[src/rtl/mb_seq_mult.sv]
// Iterative radix-4 Modified Booth multiplier that retires one Booth digit per clock.
// Optional accumulate-on-done feature: define MB_ACC_EN.
module mb_seq_mult #(
  parameter int unsigned WIDTH = 8
) (
  input  logic               clk,
  input  logic               rst_n,
  input  logic               in_valid,
  output logic               in_ready,
  input  logic               in_signed,
  input  logic [WIDTH-1:0]   in_a,
  input  logic [WIDTH-1:0]   in_b,
  output logic               out_valid,
  input  logic               out_ready,
  output logic [2*WIDTH-1:0] out_p,
  input  logic               acc_clr
);

  localparam int unsigned EW   = WIDTH + 2;
  localparam int unsigned SW   = 2 * WIDTH + 2;
  localparam int unsigned D    = WIDTH / 2 + 1;
  localparam int unsigned CW   = $clog2(D + 1);
  localparam logic [CW-1:0] LAST = CW'(D - 1);

  generate
    if ((WIDTH % 2) != 0 || WIDTH < 4) begin : g_bad_width
      $error("mb_seq_mult: WIDTH must be even and >= 4");
    end
  endgenerate

  typedef enum logic [1:0] {IDLE, CALC, DONE} state_t;

  state_t             state_q;
  logic               in_ready_q;
  logic               out_valid_q;
  logic [2*WIDTH-1:0] out_p_q;
  logic [CW-1:0]      cnt_q;
  logic [SW-1:0]      a_q;
  logic [EW:0]        b_q;
  logic [SW-1:0]      sum_q;
  logic [SW-1:0]      sum_d;

  logic               sa, sb;
  logic [SW-1:0]      a_ext;
  logic [EW:0]        b_ext;
  logic [2:0]         digit;
  logic               one, two, neg;
  logic [SW-1:0]      pp, pp_x;
  logic [2*WIDTH-1:0] result;

  assign sa    = in_signed & in_a[WIDTH-1];
  assign sb    = in_signed & in_b[WIDTH-1];
  assign a_ext = {{(SW-WIDTH){sa}}, in_a};
  // b carries the implicit b[-1]=0 in bit 0 and shifts right two bits per digit
  assign b_ext = {{2{sb}}, in_b, 1'b0};

  // a_q is pre-shifted by 2i, so ~pp + neg is exactly -(PP << 2i)
  always_comb begin
    digit = b_q[2:0];
    one   = digit[0] ^ digit[1];
    two   = (digit == 3'b011) || (digit == 3'b100);
    neg   = digit[2] & ~(digit[1] & digit[0]);
    pp    = '0;
    if (two)      pp = {a_q[SW-2:0], 1'b0};
    else if (one) pp = a_q;
    pp_x  = neg ? ~pp : pp;
    sum_d = sum_q + pp_x + {{(SW-1){1'b0}}, neg};
  end

`ifdef MB_ACC_EN
  logic [2*WIDTH-1:0] acc_q;

  assign result = acc_q + sum_d[2*WIDTH-1:0];

  always_ff @(posedge clk or negedge rst_n) begin
    if (!rst_n) begin
      acc_q <= '0;
    end else if (state_q == IDLE && acc_clr) begin
      acc_q <= '0;
    end else if (state_q == CALC && cnt_q == LAST) begin
      acc_q <= result;
    end
  end
`else
  logic unused_acc_clr;
  assign unused_acc_clr = acc_clr;
  assign result = sum_d[2*WIDTH-1:0];
`endif

  always_ff @(posedge clk or negedge rst_n) begin
    if (!rst_n) begin
      state_q     <= IDLE;
      in_ready_q  <= 1'b1;
      out_valid_q <= 1'b0;
      out_p_q     <= '0;
      cnt_q       <= '0;
      a_q         <= '0;
      b_q         <= '0;
      sum_q       <= '0;
    end else begin
      case (state_q)
        IDLE: begin
          if (in_valid && in_ready_q) begin
            a_q        <= a_ext;
            b_q        <= b_ext;
            sum_q      <= '0;
            cnt_q      <= '0;
            in_ready_q <= 1'b0;
            state_q    <= CALC;
          end
        end
        CALC: begin
          sum_q <= sum_d;
          a_q   <= a_q << 2;
          b_q   <= b_q >> 2;
          cnt_q <= cnt_q + CW'(1);
          if (cnt_q == LAST) begin
            out_p_q     <= result;
            out_valid_q <= 1'b1;
            state_q     <= DONE;
          end
        end
        DONE: begin
          if (out_ready) begin
            out_valid_q <= 1'b0;
            in_ready_q  <= 1'b1;
            state_q     <= IDLE;
          end
        end
        default: state_q <= IDLE;
      endcase
    end
  end

  assign in_ready  = in_ready_q;
  assign out_valid = out_valid_q;
  assign out_p     = out_p_q;

endmodule

[config.mk]
export PLATFORM = sky130hd
export DESIGN_NAME = mb_seq_mult
export DESIGN_NICKNAME = d
export VERILOG_FILES = /design/src/rtl/mb_seq_mult.sv
export SDC_FILE = /design/constraint.sdc
export NUM_CORES = 1
export LEC_CHECK = 0
export ABC_AREA = 1
export ABC_CLOCK_PERIOD_IN_PS = 5560
export CORE_MARGIN = 10
export CORE_UTILIZATION = 25
export CTS_CLUSTER_SIZE = 20
export DETAILED_ROUTE_END_ITERATION = 8
export SYNTH_ARGS = -nofsm -noshare
export SYNTH_HDL_FRONTEND = slang
export SYNTH_SLANG_ARGS = --single-unit
[constraint.sdc]
create_clock -name clk -period 5.56 [get_ports clk]
set_clock_uncertainty 0.1 [all_clocks]
set_input_delay 1.668 -clock clk [delete_from_list [all_inputs] [get_ports clk]]
set_output_delay 1.668 -clock clk [all_outputs]
set_load 0.005 [all_outputs]
## Word-level counts from Yosys, hierarchy flattened

Cells that the tools add are included.

| word-level totals | value |
|---|---|
| flip-flop bits (word level) | 70 |
| logic and storage cells | 58 |
| bits of input ports | 22 |
| output and inout port bits | 18 |

| operators by class | value |
|---|---|
| equality and inequality tests | 8 |
| add/sub/neg operators | 3 |
| bitwise logic cells | 7 |
| multiplexer cells | 21 |
| reduce and logical (&&, ||, !) cells | 11 |

Operators with widths:

| cell | count |
|---|---|
| 2-to-1 mux 18 bit | 5 |
| case mux 18 bit (2 select lines) | 2 |
| case mux 11 bit (2 select lines) | 1 |
| adder 18 x 1 -> 18 bit | 1 |
| adder 18 bit | 1 |
| inverter 18 bit | 1 |
| 2-to-1 mux 11 bit | 1 |
| AND reduction 3 bit | 3 |
| equality test 3 bit (second input constant) | 2 |
| 2-to-1 mux 2 bit | 3 |
| inequality test 2 bit (second input constant) | 3 |
| case mux 2 bit (3 select lines) | 1 |
| case mux 3 bit (2 select lines) | 1 |
| nonzero test 2 bit | 3 |
| AND 1 bit | 4 |
| 2-to-1 mux 1 bit | 4 |
| case mux 1 bit (2 select lines) | 2 |
| AND reduction 2 bit | 2 |
| adder 3 x 1 -> 3 bit (second input constant) | 1 |
| equality test 3 x 2 -> 1 bit (second input constant) | 1 |
| 2-to-1 mux 3 bit | 1 |
| equality test 2 x 1 -> 1 bit (second input constant) | 1 |
| equality test 2 bit (second input constant) | 1 |
| logical NOT 2 bit | 1 |
| 4 further kinds | 4 |

## Logic depth before layout (Yosys ltp)

| logic depth | value |
|---|---|
| word-level depth | 8 |
| mapped depth | 22 |

## Worst setup path after synthesis

Ideal clock, no wire load.

| timing | value |
|---|---|
| kind | register -> register |
| start point | register b_q[0] |
| end point | register out_p_q[12] (netlist: out_p[12]) |
| buffers on the path | 2 |
| library setup time | 117 ps |
| cell stages (with the launch flop) | 18 |
| required time | 5,343 ps |
| arrival | 2,569 ps |
| setup slack | 2,774 ps |
| cells stage by stage | dfrtp_1 -> ha_1 -> inv_1 -> nand2_1 -> nand2_1 -> buf_2 -> buf_2 -> o21ai_1 -> xnor2_1 -> fa_1 -> nand3_1 -> nand2_1 -> a21boi_1 -> o21bai_1 -> nand2_1 -> nand3_1 -> nand3_1 -> nand2_1 |

| on the way | value |
|---|---|
| cells in the longest elaborated chain, start to end | 7 |
| elaborated cells on any way between the ends | 13 |
| classes of those cells | 2 x add/sub; 2 x eq/ne; 3 x mux; 5 x bitwise; 1 x reduce/logical |

Ends and longest elaborated chain:

| what | RTL line | source |
|---|---|---|
| start: declaration | 39 | `logic [EW:0] b_q;` |
| start signal: assignment | 105 | `b_q <= b_ext;` |
| start signal: assignment | 115 | `b_q <= b_q >> 2;` |
| equality test 3 x 2 -> 1 bit (tied with other cells) | 61 | `two = (digit == 3'b011) \|\| (digit == 3'b100);` |
| logical OR 1 bit / 2-to-1 mux 18 bit (equally long branches) | 61, 65 |  |
| 2-to-1 mux 18 bit | 64 | `if (two) pp = {a_q[SW-2:0], 1'b0};` |
| inverter 18 bit | 66 | `pp_x = neg ? ~pp : pp;` |
| 2-to-1 mux 18 bit | 66 |  |
| adder 18 bit | 67 | `sum_d = sum_q + pp_x + {{(SW-1){1'b0}}, neg};` |
| adder 18 x 1 -> 18 bit (*) | 67 |  |
| end signal: assignment | 118 | `out_p_q <= result;` |
| end: declaration | 36 | `logic [2*WIDTH-1:0] out_p_q;` |

Mark *: on every way between the ends. The rest lies on a longest branch, timed or not.
A chain may end at the register's enable or synchronous reset.

## Worst setup path after layout

| timing | value |
|---|---|
| start point | register b_q[0] |
| end point | register sum_q[12] |

| on the way | value |
|---|---|
| cells in the longest elaborated chain, start to end | 8 |
| elaborated cells on any way between the ends | 14 |
| classes of those cells | 2 x add/sub; 2 x eq/ne; 4 x mux; 5 x bitwise; 1 x reduce/logical |

Ends and longest elaborated chain:

| what | RTL line | source |
|---|---|---|
| equality test 3 x 2 -> 1 bit (tied with other cells) | 61 |  |
| logical OR 1 bit / 2-to-1 mux 18 bit (equally long branches) | 61, 65 |  |
| 2-to-1 mux 18 bit | 64 |  |
| inverter 18 bit | 66 |  |
| 2-to-1 mux 18 bit | 66 |  |
| adder 18 bit | 67 |  |
| adder 18 x 1 -> 18 bit (*) | 67 |  |
| case mux 18 bit (2 select lines) (*) | 101 | `case (state_q)` |
| end signal: assignment | 113 | `sum_q <= sum_d;` |
| end: declaration | 40 | `logic [SW-1:0] sum_q;` |

Marked as above.

==> impl_metrics.ini <==
[cts]
cts_hold_buf = 0
post_cts_buffers = 0
path_clk_slew_ns = 0.06
cts_root_buf = clkbuf_16
clock_path_buffers = 2
cts_sinks = 65
cts_buffers = 9
clk_latency_ns = 0.33
cts_resized = 0
cts_max_level = 3
cts_tree = done

[synthesis]
synthAdderAreaFrac = 0.0669
yosysUniqueCellTypes = 42
yosys_most_used_dff = dfrtp_1
synth_top_family_by_area = simple AND/OR/NAND/NOR gates
postSynthCellCount = 464
synthArstFlopShare = 1.00
synthMuxAreaShare = 0
yosys_warnings = 0
synth-xor-area-share = 0.0545
synthSimpleGateAreaFrac = 0.208
syn-num-nets = 506
ys_seq_area_frac = 0.422
synth-seq-cells = 65
syn_area_per_cell_sq_um = 8.31
syn-cell-area_sq_um = 3850
synth_compound_area_frac = 0.167
synth_top_area_frac = 0.415
synth.area.top_cells = dfrtp_1 42%, nand2_1 11%, ha_1 6.2%
yosys.area.top_type = dfrtp_1
synth_edf_count = 0

[finish]
layout_common_cells = 118 x nand2_1, 64 x dfrtp_1, 50 x inv_1, 37 x clkdlybuf4s50_1, 31 x nand3_1
mostFrequentLayoutCell = nand2_1
fin_util = 0.308
nNetsFinal = 541
multi_input_area_sq_um = 1910
syn_to_final_growth_pct = 21.2
finalInstanceArea_sq_um = 4670
layout-drive-gt1-share = 0.0913
diodes = 0
ff_latch_area_sq_um = 1630
fill_cells = 1576

[drt]
ant_nets = 0
routedWlPerCell_um = 13.5
vias = 3237
drc_errors = 0
drtIter0Drc = 310
dr.pass1.iters = 4
drt-vias-per-instance = 4.68
totalWireLength_um = 9320

[grt]
grt_pass1_vias = 3300
overflow = 0
grt.total_usage = 0.0948
grt_max_degree = 41
grt_pass1_wl_um = 15900
antenna_found_initial = 0

[sta]
post-route-min-period_ns = 3.55
timing.final.crit_share = 0.639
maxSlewHeadroom = 0.440
worstMarginPinSlew_ns = 0.838
fin_setup_tns_ns = 0
maxSlewViolCount = 0
finalSetupViolCount = 0
finalWorstSetupSlack_ns = 2.01
hold_violations = 0
rsz0062_at_grt = no
holdWs_ns = 0.368
max_freq_mhz = 282

[critical_path]
rr_startpoint = b_q[0]$_DFFE_PN0P_
start_kind = register
worstPathRequired_ns = 5.68
cp_slowest_cell = nand2_1
endpoint_kind = register
cp_top_family = simple AND/OR/NAND/NOR gates
path_class = register to register
critPathMaxFanout = 31
path_buf_inv = 1
rr_endpoint = sum_q[12]$_DFFE_PN0P_
max_stage_delay_ns = 0.61
r2r_cells = 16
crit_top_cell = nand2_1
rrSetupSlack_ns = 2.01
worstPathArrival_ns = 3.67
worstPathCellList = ha_1 > inv_1 > nand2_1 > nand2_1 > o21ai_0 > o21ai_1 > xor2_1 > ha_1 > a21oi_1 > nand2_1 > a21boi_1 > o21bai_1 > nand2_1 > nand3_1 > nand3_1 > nand2_1

[min_path]
min-delay-start = out_p[2]$_DFFE_PN0P_
min_to = out_p[2]$_DFFE_PN0P_
hp-class = register to register
holdPathStages = 2

[flow_run]
max_cap_viol_count = 0

[floorplan]
start_util = 0.255
pin_count = 40
core_area_sq_um = 15100
die_h_um = 144
num_rows = 45
die_w_um = 144
die_area_sq_um = 20800

[place]
gp_congestion = 0.874
place_area_sq_um = 4390
post-dp-hpwl_um = 6880
io_buffers = 38
dp_slack_ns = 1.89

[power]
leakagePower_nw = 2.32
peakVddDrop_v = 0.000133
powerDensity_nw_per_um2 = 220

[outcome]
outcome = complete, no violations
[cells by family after synthesis]
| group | Yosys count |
|---|---|
| compound gates | 96 |
| xor+xnor | 24 |
| flops | 65 |
| simple gates | 185 |
| fa+ha+maj | 20 |
| buf+inv | 74 |
[per-layer routing]
metal,share of wire,vias up,GRT usage
met5,0,-,0
met4,0.014,0,0.0420
met3,0.061,10,0.0249
met2,0.43,82,0.138
met1,0.49,1520,0.128
li1,-,1625,-
[through the flow]
step | total power [W] | cells
final | 0.00103 | 692
after global routing | 0.00107 | 692
after CTS | 0.00104 | 692
after detailed placement | 0.000508 | 676
after global placement | 0.000508 | 676
after floorplan | 0.000482 | 464
[synthesized netlist by cell type (3+ instances only)]
master	n
nand2_1	118
dfrtp_1	64
inv_1	50
nand3_1	31
o21ai_1	23
o21ai_0	20
ha_1	19
xor2_1	18
nor2_1	14
nor3_1	13
a21oi_1	12
buf_2	10
a221oi_2	8
a31oi_1	7
inv_2	6
xnor2_1	6
o21bai_1	5
o211ai_1	4
a221oi_1	3
o21ai_2	3
o221ai_1	3
o22ai_1	3
[area by class of cell]
| class | count | area share |
|---|---|---|
| Clock buffer | 10 | 0.0512 |
| Clock inverter | 6 | 0.00911 |
| Inverter | 57 | 0.0463 |
| Multi-Input combinational cell | 325 | 0.409 |
| Sequential cell | 65 | 0.349 |
| Tap cell | 188 | 0.0504 |
| Timing Repair Buffer | 41 | 0.0852 |
[worst register-to-register path: stages, from the launching register on]
cell      delay (ns)
dfrtp_1         0.38
ha_1            0.22
inv_1           0.09
nand2_1         0.06
nand2_1         0.61
o21ai_0         0.20
o21ai_1         0.18
xor2_1          0.21
ha_1            0.31
a21oi_1         0.21
nand2_1         0.11
a21boi_1        0.25
o21bai_1        0.14
nand2_1         0.12
nand3_1         0.10
nand3_1         0.10
nand2_1         0.06
[worst max path at each step]
stage | from | to | slack, ns | depth (start not counted)
2_1_floorplan | b_q[0]$_DFFE_PN0P_ | out_p[12]$_DFFE_PN0P_ | 2.77 | 17
3_3_place_gp | in_valid | a_q[15]$_DFFE_PN0P_ | 1.93 | 7
3_5_place_dp | in_valid | a_q[10]$_DFFE_PN0P_ | 1.89 | 7
4_1_cts | b_q[0]$_DFFE_PN0P_ | sum_q[12]$_DFFE_PN0P_ | 2.05 | 16
5_1_grt | b_q[0]$_DFFE_PN0P_ | out_p[15]$_DFFE_PN0P_ | 1.54 | 16
6_report | b_q[0]$_DFFE_PN0P_ | sum_q[12]$_DFFE_PN0P_ | 2.01 | 16
[sequential cells by signal (all words and copies together) (netlist names)]
signal / count
out_p: 16
cnt_q: 3
state_q: 2
sum_q: 16
out_valid: 1
a_q: 16
in_ready: 1
b_q: 10
[report_power, final]
part | switching, W | total [W] | leakage [nW] | internal [W]
logic | 0.0000128 | 0.0000253 | 1.50 | 0.0000125
clock network | 0.000213 | 0.000527 | 0.135 | 0.000314
registers | 0 | 0.000473 | 0.680 | 0.000473
total | 0.000226 | 0.00103 | 2.32 | 0.000800
(Power assumes the default switching activity.)
==> RTL change 1, RTL diff (same settings) <==
`WIDTH`: 8 -> 16.
--- a/src/rtl/mb_seq_mult.sv
+++ b/src/rtl/mb_seq_mult.sv
@@ -3,3 +3,3 @@
 module mb_seq_mult #(
-  parameter int unsigned WIDTH = 8
+  parameter int unsigned WIDTH = 16
 ) (
Ports: changed (resized in_a, in_b and out_p); port bits go from 40 to 72. No check against the original RTL was run, so the function may have changed too.
==> RTL change 1 against the unedited design <==
Via count is 99% higher; area after synthesis is 90% higher; sequential power is 88% higher; clock power is 120% higher; setup slack worse by 350 ps; design area is 93% higher; power is 100% higher; wire length is 120% higher; sequential cell count is 57 higher; global-route usage is 2.1 points higher; die area is 75% higher; synthesized cell count is 100% higher; non-clock buffer count is 35 higher.
==> RTL change 1: results (changes against the unedited design) <==
[logic_synthesis]
synth.distinct_cells=41  ; -2.4%
synth.cells.most_frequent=245 x nand2_1, 121 x dfrtp_1, 97 x o21ai_0
yosysWarningCount=0  ; unchanged
ys_seq_area_share_pct=41.8  ; -0.44 points
yosys-top-cells-area=dfrtp_1 41%, nand2_1 13%, o21ai_0 6.6%
synth_nets=1017  ; +100%

[critical_path]
crit_fanout=19  ; -39%
rrSetupSlack_ps=1660  ; -350 ps
cp_slowest_stage_delay_ps=600
arrival_ps=4110  ; +440 ps
ff2ff_path_depth=14  ; -2
cp_slowest_cell=ha_1
endpoint=out_p[17]
crit_family=compound AO/OA/AOI/OAI gates

[routing]
drtPass1Iterations=5  ; +1
wl_per_cell_um=14.7  ; +9.0%
vias=6432  ; +99%
drtIter0Drc=438  ; +41%

[run_status]
status=complete, no violations

[clock_tree]
cts_setup_buffers=0  ; unchanged
clock_latency_ps=430  ; +100 ps
cts_buffers=17  ; +8
cts-resized-gates=0  ; unchanged
cts_htree_levels=4  ; +1
clkTransAtPathRegs_ps=60  ; about the same

[global_routing]
grt_max_degree=65  ; +59%
first_global_vias=6494  ; +97%
antenna_found_initial=1  ; +1
grt_first_pass_wirelength_um=34100  ; +110%
grt_usage_pct=11.6  ; +2.1 points

[hold_path]
hold_end=out_p[21]
hp-start=out_p[21]
hold_class=flip-flop to flip-flop
hold_depth=2  ; unchanged

[placement]
hpwlAfterDp_um=15000  ; +120%
gp_congestion=0.876  ; +0.29%
port_buffers=70  ; +84%

[sta]
worstMarginPinSlew_ps=938  ; +99.9 ps

[layout]
drive_gt1_share_pct=6.03  ; -3.1 points
fill_cells=3061  ; +94%
fin_nets=1074  ; +99%

[pwr]
p_leak_uw=0.00394  ; +70%
vdd_ir_drop_max_mv=0.160  ; +21%

[RTL change 1: worst register-to-register path, stage by stage, from the launching register on]
cell	delay [ps]
dfrtp_1	350
inv_1	60
ha_1	600
inv_1	380
o21ai_0	240
o21ai_0	140
xor2_1	310
ha_1	310
a21oi_1	170
o21ai_0	160
a21oi_1	310
nand3_1	150
or2_2	300
nand3_1	140
nand2_1	70
[RTL change 1: layout make-up]
cell class	instances	area [um2]	share of cell area, %
multi-input cells	715	3860	42.9
diodes	1	2.50	0.0278
well taps	384	480	5.34
clock inverters	11	145	1.61
flip-flops and latches	122	3050	34.0
inverters	66	248	2.75
repair buffers	76	756	8.40
clock buffers	21	450	5.01
[RTL change 1: cells by family (layout without fill, tap and decap cells)]
logic type,after synthesis,after routing,synth area share [%]
AOI/OAI and AO/OA,222,222,16.9
DFF,122,122,41.8
buffers and inverters,104,174,5.56
and+or+nand+nor,408,408,23.5
adders and majority gates,38,38,6.61
xor gates and xnor gates,47,47,5.63
other,0,1,0
[RTL change 1: per-layer routing]
layer	wire [um]	share of wire, %	track usage (%)
met4	214	1.0	3.06
met1	9950	49	15.9
met3	1350	6.6	3.33
met2	8960	44	17.4
met5	16	0.078	0
[RTL change 1: metrics by stage]
stage          util [%]  std cells  cell area [um2]  worst slack, ps  hold WS [ps]
2_1_floorplan         -        941             7310             2610           341
3_3_place_gp       29.2       1363             8400             1690           362
3_5_place_dp       29.2       1363             8400             1650           367
4_1_cts            31.2       1395             8990             1610           383
5_1_grt            31.2       1395             8990             1230           401
6_report           31.2       1396             8990             1660           376
[RTL change 1: power by group]
group          switching (uW)  internal (uW)
combinational            22.9           24.1
sequential                  0            888
clock                     421            716
==> RTL change 2, RTL diff (config.mk and constraints unchanged) <==
Without the edit above. Encoding of `state_t`: now one-hot (3 bits for 3 states).
--- a/src/rtl/mb_seq_mult.sv
+++ b/src/rtl/mb_seq_mult.sv
@@ -30,3 +30,3 @@
 
-  typedef enum logic [1:0] {IDLE, CALC, DONE} state_t;
+  typedef enum logic [2:0] {IDLE = 3'b001, CALC = 3'b010, DONE = 3'b100} state_t;
 
Behaviour: no difference found for any inputs over 4 cycles, from zero or initial values and one cycle with rst_n low; so few cycles prove little.
==> RTL change 2 against the unedited design <==
Design area up 0.13%; via count shrank 0.34%; critical path depth down 1; global-route usage rose by 0.30 points; sequential cell count is 1 higher; largest cell class unchanged; area after synthesis decreased by 1.1%; setup slack improved by 34 ps; hold slack gained 7.3 ps; final cell count rose by 1.7%; maximum frequency up 0.97%; wire length up 2.8%.
Power is not shown: default switching activity piles up to over one toggle a cycle in this logic, so the estimate is an artifact.
==> RTL change 2: results (changes against the unedited design) <==
[logic_synthesis]
synth_nets=516  ; +2.0%
ys_seq_area_share_pct=43.4  ; +1.2 points
synth_compound_area_share_pct=15.5  ; -1.2 points
synth_fa_ha_area_share_pct=6.76  ; +0.077 points
synthXorXnorAreaFrac_pct=5.06  ; -0.40 points
synth.cells.most_frequent=123 x nand2_1, 64 x dfrtp_1, 46 x inv_1
avgSynthCellArea_um2=8.04  ; -3.2%
yosys-top-cells-area=dfrtp_1 42%, nand2_1 12%, ha_1 6.2%
synth.distinct_cells=35  ; -17%

[routing]
drtIter0Drc=249  ; -20%
wl_per_cell_um=13.6  ; +1.0%
viasPerCell=4.58  ; -2.0%
drtPass1Iterations=4  ; unchanged

[critical_path]
start_kind=flip-flop
crit_fanout=31  ; unchanged
arrival_ps=3640  ; -30 ps
ff2ff_path_depth=15  ; -1
endpoint=out_p[8]
cp_slowest_stage_delay_ps=520  ; -90 ps

[sta]
fin_hold_ws_ps=376  ; +7.35 ps
relSlewSlack_pct=38.0  ; -6.0 points
period_share_pct=63.3  ; -0.61 points
tns_ps=0  ; unchanged

[layout]
drive_gt1_share_pct=6.59  ; -2.5 points
fin_nets=553  ; +2.2%
area_growth_syn_to_layout_pct=22.7
stdcell_count=704  ; +1.7%
fill_cells=1595  ; +1.2%

[global_routing]
grt_first_pass_wirelength_um=16300  ; +2.4%
grt_usage_pct=9.78  ; +0.30 points
first_global_vias=3238  ; -1.9%

[clock_tree]
cts_htree_levels=3  ; unchanged
cts-resized-gates=0  ; unchanged
clk_root_buffer_cell=clkbuf_16
cts_setup_buffers=0  ; unchanged

[run_status]
status=complete, no violations

[hold_path]
hp-start=out_p[11]
hold_end=out_p[11]
hold_class=flip-flop to flip-flop

[placement]
dp_slack_ps=1880  ; -13.9 ps
dpl.cell_count=688  ; +1.8%
gp_congestion=0.865  ; -1.0%
hpwlAfterDp_um=7100  ; +3.3%
dpl_cell_area_mm2=0.00437  ; -0.46%

[RTL change 2: changes by cell type in the layout (fill, tap and decap cells not counted), moves of 4 or more]
cell      delta
a21oi_1      +8
a221oi_2     -8
inv_1        -4
nand2_1      +5
nand3_1      +5
nor2_1      +13
nor3_1      -11
o21ai_0     +17
o21ai_1     -15
o22ai_1     +10
[RTL change 2: cell type report]
cell class / instances / share of cell area [%]
Inverter: 51 / 4.09
Sequential cell: 66 / 35.4
Clock inverter: 4 / 1.10
Clock buffer: 12 / 5.48
Timing Repair Buffer: 41 / 8.51
Multi-Input combinational cell: 342 / 40.4
Tap cell: 188 / 5.03
[RTL change 2: per-layer routing]
| layer | wire [um] | track usage, % | vias up |
|---|---|---|---|
| met5 | 0 | 0 | - |
| met3 | 573 | 3.27 | 5 |
| met2 | 4210 | 14.9 | 59 |
| met1 | 4720 | 12.9 | 1511 |
| met4 | 68 | 2.69 | 0 |
| li1 | - | - | 1651 |
